<file path="config.mk">
export PLATFORM = sky130hd
export DESIGN_NAME = ysyx_23060061_ifu
export DESIGN_NICKNAME = d
export VERILOG_FILES = /design/src/rtl/ysyx_23060061_ifu.sv
export SDC_FILE = /design/constraint.sdc
export NUM_CORES = 1
export LEC_CHECK = 0
export ABC_AREA = 1
export CORE_MARGIN = 2
export CORE_UTILIZATION = 35
export DETAILED_ROUTE_END_ITERATION = 8
export PLACE_DENSITY = 0.7
export SYNTH_ARGS = -nofsm -noshare
export SYNTH_HDL_FRONTEND = slang
export SYNTH_SLANG_ARGS = --single-unit
</file>
<file path="constraint.sdc">
create_clock -name clk -period 4.56 [get_ports clk]
set_input_delay 0.912 -clock clk [delete_from_list [all_inputs] [get_ports clk]]
set_output_delay 0.912 -clock clk [all_outputs]
set_load 0.02 [all_outputs]
</file>
<file path="src/rtl/ysyx_23060061_ifu.sv">
`default_nettype none
// ============================================================================
// Module   : ysyx_23060061_ifu
// Purpose  : Instruction fetch unit. Owns the architectural PC, issues one
//            word read per instruction over a valid/ready request channel,
//            captures the response and holds it for the downstream stage
//            until it retires. Applies the retiring instruction's redirect
//            and stops permanently on halt (ebreak).
// Ports    : clk, rst (async, active-high)
//            imem_req_valid/imem_req_addr/imem_req_ready : fetch request
//            imem_rsp_valid/imem_rsp_data                : fetch response
//            inst_valid/inst/inst_pc/inst_ready          : held instruction
//            redirect/redirect_pc/halt                   : retire outcome
//            halted, inst_count, misalign_err            : status
// Options  : YSYX_23060061_IFU_MISALIGN_CHECK_EN - when defined, a redirect
//            to a non word-aligned target sets sticky misalign_err and halts;
//            otherwise the low two target bits are cleared.
// Revision : 1.0 - initial release
// ============================================================================
module ysyx_23060061_ifu #(
    parameter logic [31:0] RESET_PC = 32'h8000_0000
) (
    input  logic        clk,
    input  logic        rst,
    output logic        imem_req_valid,
    output logic [31:0] imem_req_addr,
    input  logic        imem_req_ready,
    input  logic        imem_rsp_valid,
    input  logic [31:0] imem_rsp_data,
    output logic        inst_valid,
    output logic [31:0] inst,
    output logic [31:0] inst_pc,
    input  logic        inst_ready,
    input  logic        redirect,
    input  logic [31:0] redirect_pc,
    input  logic        halt,
    output logic        halted,
    output logic [31:0] inst_count,
    output logic        misalign_err
);

    typedef enum logic [1:0] {
        S_REQ  = 2'd0,
        S_WAIT = 2'd1,
        S_HOLD = 2'd2,
        S_HALT = 2'd3
    } state_t;

    state_t      r_state;
    state_t      w_nextState;
    logic        r_reqValid;
    logic [31:0] r_pc;
    logic [31:0] w_nextPc;
    logic [31:0] r_inst;
    logic [31:0] r_instPc;
    logic [31:0] r_instCount;

    logic        w_accept;
    logic        w_rspTake;
    logic        w_retire;
    logic        w_badTarget;
    logic [31:0] w_target;

    // The request is only live once r_reqValid is up; this keeps the request
    // low while reset is held and for the REQ cycle entered out of reset.
    assign w_accept  = (r_state == S_REQ) && r_reqValid && imem_req_ready;
    assign w_rspTake = (r_state == S_WAIT) && imem_rsp_valid;
    assign w_retire  = (r_state == S_HOLD) && inst_ready;
    assign w_target  = redirect_pc & 32'hFFFF_FFFC;

`ifdef YSYX_23060061_IFU_MISALIGN_CHECK_EN
    logic r_misalign;
    assign w_badTarget  = redirect && (redirect_pc[1:0] != 2'b00);
    assign misalign_err = r_misalign;
`else
    assign w_badTarget  = 1'b0;
    assign misalign_err = 1'b0;
`endif

    always_comb begin
        w_nextState = r_state;
        w_nextPc    = r_pc;
        case (r_state)
            S_REQ: begin
                if (w_accept) begin
                    w_nextState = S_WAIT;
                end
            end
            S_WAIT: begin
                if (w_rspTake) begin
                    w_nextState = S_HOLD;
                end
            end
            S_HOLD: begin
                if (w_retire) begin
                    // halt wins over redirect; a bad target freezes the PC
                    if (halt || w_badTarget) begin
                        w_nextState = S_HALT;
                    end else begin
                        w_nextState = S_REQ;
                        w_nextPc    = redirect ? w_target : (r_pc + 32'd4);
                    end
                end
            end
            S_HALT: begin
                w_nextState = S_HALT;
            end
            default: begin
                w_nextState = S_REQ;
            end
        endcase
    end

    always_ff @(posedge clk or posedge rst) begin
        if (rst) begin
            r_state     <= S_REQ;
            r_reqValid  <= 1'b0;
            r_pc        <= RESET_PC;
            r_inst      <= 32'd0;
            r_instPc    <= RESET_PC;
            r_instCount <= 32'd0;
        end else begin
            r_state    <= w_nextState;
            r_reqValid <= (w_nextState == S_REQ);
            r_pc       <= w_nextPc;
            if (w_rspTake) begin
                r_inst   <= imem_rsp_data;
                r_instPc <= r_pc;
            end
            if (w_retire) begin
                r_instCount <= r_instCount + 32'd1;
            end
        end
    end

`ifdef YSYX_23060061_IFU_MISALIGN_CHECK_EN
    always_ff @(posedge clk or posedge rst) begin
        if (rst) begin
            r_misalign <= 1'b0;
        end else if (w_retire && !halt && w_badTarget) begin
            r_misalign <= 1'b1;
        end
    end
`endif

    assign imem_req_valid = r_reqValid;
    assign imem_req_addr  = r_pc;
    assign inst_valid     = (r_state == S_HOLD);
    assign inst           = r_inst;
    assign inst_pc        = r_instPc;
    assign halted         = (r_state == S_HALT);
    assign inst_count     = r_instCount;

endmodule
`default_nettype wire
</file>
==> impl_metrics.ini <==
[route]
drtIter0Drc = 417
route.detailed.wl_per_inst_microns = 14.01
remaining_drc_errors = 0
dr.pass1.iters = 5
postRouteAntennaNets = 0
via_per_inst = 4.713
vias = 6372
wl_microns = 18940

[critical_path]
end_kind = primary output
slowest_stage = clkdlybuf4s50_1
crit_family = buffers and inverters
cp-start-kind = flop
path_cells = nand2_1 > inv_1 > clkdlybuf4s50_1
worst_ep_arrival_time_ps = 1650
cpPeakStageDelay_ps = 600
required_ps = 3650
cp_max_fo = 4
critical_path_class = flop to primary output
path_buf_inv = 2

[sta]
skew_ps = 8.315
drv_slew = 0
setup_tns_ps = 0
finalSetupViolCount = 0
rsz0062_at_grt = false
worstMarginPinSlew_ps = 887.4
fin_ws_ps = 1999
hold_viol_final = 0
fin_crit_ps = 2561
period_share = 0.5617
fmax_mhz = 390.4
slew-limit-headroom = 0.4084

[synth]
ys_async_sr_fraction = 1.000
yosys.area_share.simple = 0.3627
synth_seq_cells = 127
synth_fa_ha_area_frac = 0.003754
syn_avg_cell_area_sq_um = 7.308
synth_compound_area_frac = 0.06345
ys_types = 37
muxShareOfSynthArea = 0
synth_edf_count = 0
synth-seq-area-share = 0.4772
synthXorXnorAreaFrac = 0.02102
synth_flop_cell = dfrtp_1
ys_warn_count = 0
syn_inst = 912
synth_top_family_by_area = simple AND/OR/NAND/NOR gates
netlist_area_sq_um = 6665

[layout]
fin_util = 0.5044
antenna_cells = 0
area_delta_synth_final_pct = 41.56
fin_nets = 1179
mostFrequentLayoutCells = nand2_1, clkdlybuf4s50_1, dfrtp_1, nor2_1, inv_1
mostFrequentLayoutCell = nand2_1
drive_gt1_frac = 0.06440

[pwr]
p_leak_uw = 0.004348
ir_worst_vdd_mv = 0.2509
cellPowerDensity_nw_per_um2 = 280.9
power_uw = 2650

[floorplan]
start_util = 0.3563
core_area_sq_um = 18710
die-area_sq_um = 20160
row_count = 50
boundaryPins = 203
dieHeight_microns = 142.0
fp.dieW_microns = 142.0

[clocking]
ctsResizeCount = 0
cts.reportedPaths.clkPinSlew_ps = 50
cts_tree = yes
clockBufferDepth = 2
h-tree-depth = 4
cts_root_buf = clkbuf_16
hold_buffers = 0
postCtsSetupBuffers = 0
cts.sinks = 127
clkLatencyLatePin_ps = 410
cts_buffers = 17

[placement]
place_congestion = 0.8713
post-dp-hpwl_microns = 13660
portBuffers = 195
pre_cts_ws_ps = 1674

[global_route]
antenna_found_initial = 0
grt_pass1_vias = 6043
grt_max_degree = 90
grt_overflow = 0
track_usage = 0.1908
grt_pass1_wl_microns = 30370

[run]
drv_cap = 0

[min_path]
hp-class = flop to flop

[run_status]
outcome = finished, final reports clean
-- worst paths after layout --
path / start / endpoint / slack, ps / cells past startpoint
max: r_state[0] / halted / 2000 / 3
min: inst[9] / inst[9] / 480 / 2
max reg2reg: r_state[0] / imem_req_addr[14] / 2490 / 9
min reg2reg: inst[9] / inst[9] / 480 / 2
max in group asynchronous: rst / inst_pc[15] / 2690 / 3
min in group asynchronous: rst / inst[23] / 1010 / 2
-- power breakdown --
group          leakage [uW]  switching (uW)  internal [uW]
logic               0.00235            56.9           63.2
registers           0.00171            2.01           1130
clock network      0.000291             502            898
total               0.00435             561           2090
-- kinds of logic (layout without fill, tap and decap cells) --
family,Yosys count,in the layout
and+or+nand+nor,573,573
DFF,127,127
buffers and inverters,111,313
other,1,5
adders and majority gates,2,2
AOI/OAI and AO/OA,82,82
xor gates and xnor gates,16,16
-- sequential cells by signal, indices dropped and copies added, names as in the netlist --
signal	flops
inst_count	32
r_state	2
inst	32
imem_req_addr	30
imem_req_valid	1
inst_pc	30
-- tightest hold or removal path, delay by kind of cell (launching register included) --
family           cells  cell delay (ps)
DFF                  1              340
and+or+nand+nor      2              110
-- Yosys cell counts, types with 2 or more instances --
cell type  number  area share
o22ai_1         2      0.0019
nand2_2         6      0.0056
xnor2_1         8       0.011
nor2_1        103       0.058
a21oi_1        14       0.011
nand3_2         2      0.0030
inv_1          75       0.042
buf_4           5      0.0056
dfstp_2         2      0.0079
xor2_1          8       0.011
inv_2           3      0.0017
dfrtp_1       125        0.47
o21ai_0        60       0.045
nand2_1       382        0.22
nor3_1          3      0.0023
buf_6           3      0.0051
nor2_4          7       0.012
o21ai_1         2      0.0015
nand3_1        41       0.031
ha_1            2      0.0038
nand3b_1       10       0.011
nand4_1         4      0.0038
buf_2          14       0.011
nor2_2          9      0.0084
clkbuf_1       10      0.0056
-- layout make-up --
type / instances / area, sq um
inverters: 79 / 299.0
clock buffers: 21 / 470.5
fillers: 1820 / 9270
multi-input cells: 678 / 3032
well taps: 234 / 292.8
repair buffers: 203 / 2024
clock inverters: 10 / 136.4
flip-flops and latches: 127 / 3181
-- through the flow --
stage | cell area (sq um) | hold slack [ps] | cells
3_5_place_dp | 8828 | 463.9 | 1321
4_1_cts | 9435 | 479.3 | 1352
6_report | 9435 | 475.8 | 1352
3_3_place_gp | 8828 | 461.0 | 1321
2_1_floorplan | 6680 | 511.4 | 916
5_1_grt | 9435 | 490.7 | 1352
-- metal layers --
metal / vias to the layer above / track usage / share of wire
li1: 3212 / - / -
met1: 2904 / 0.2426 / 0.45
met2: 219 / 0.3168 / 0.47
met3: 37 / 0.04542 / 0.061
met4: 0 / 0.07053 / 0.023
met5: - / 0 / 0
Note: power is estimated with default switching activity, not from simulation.
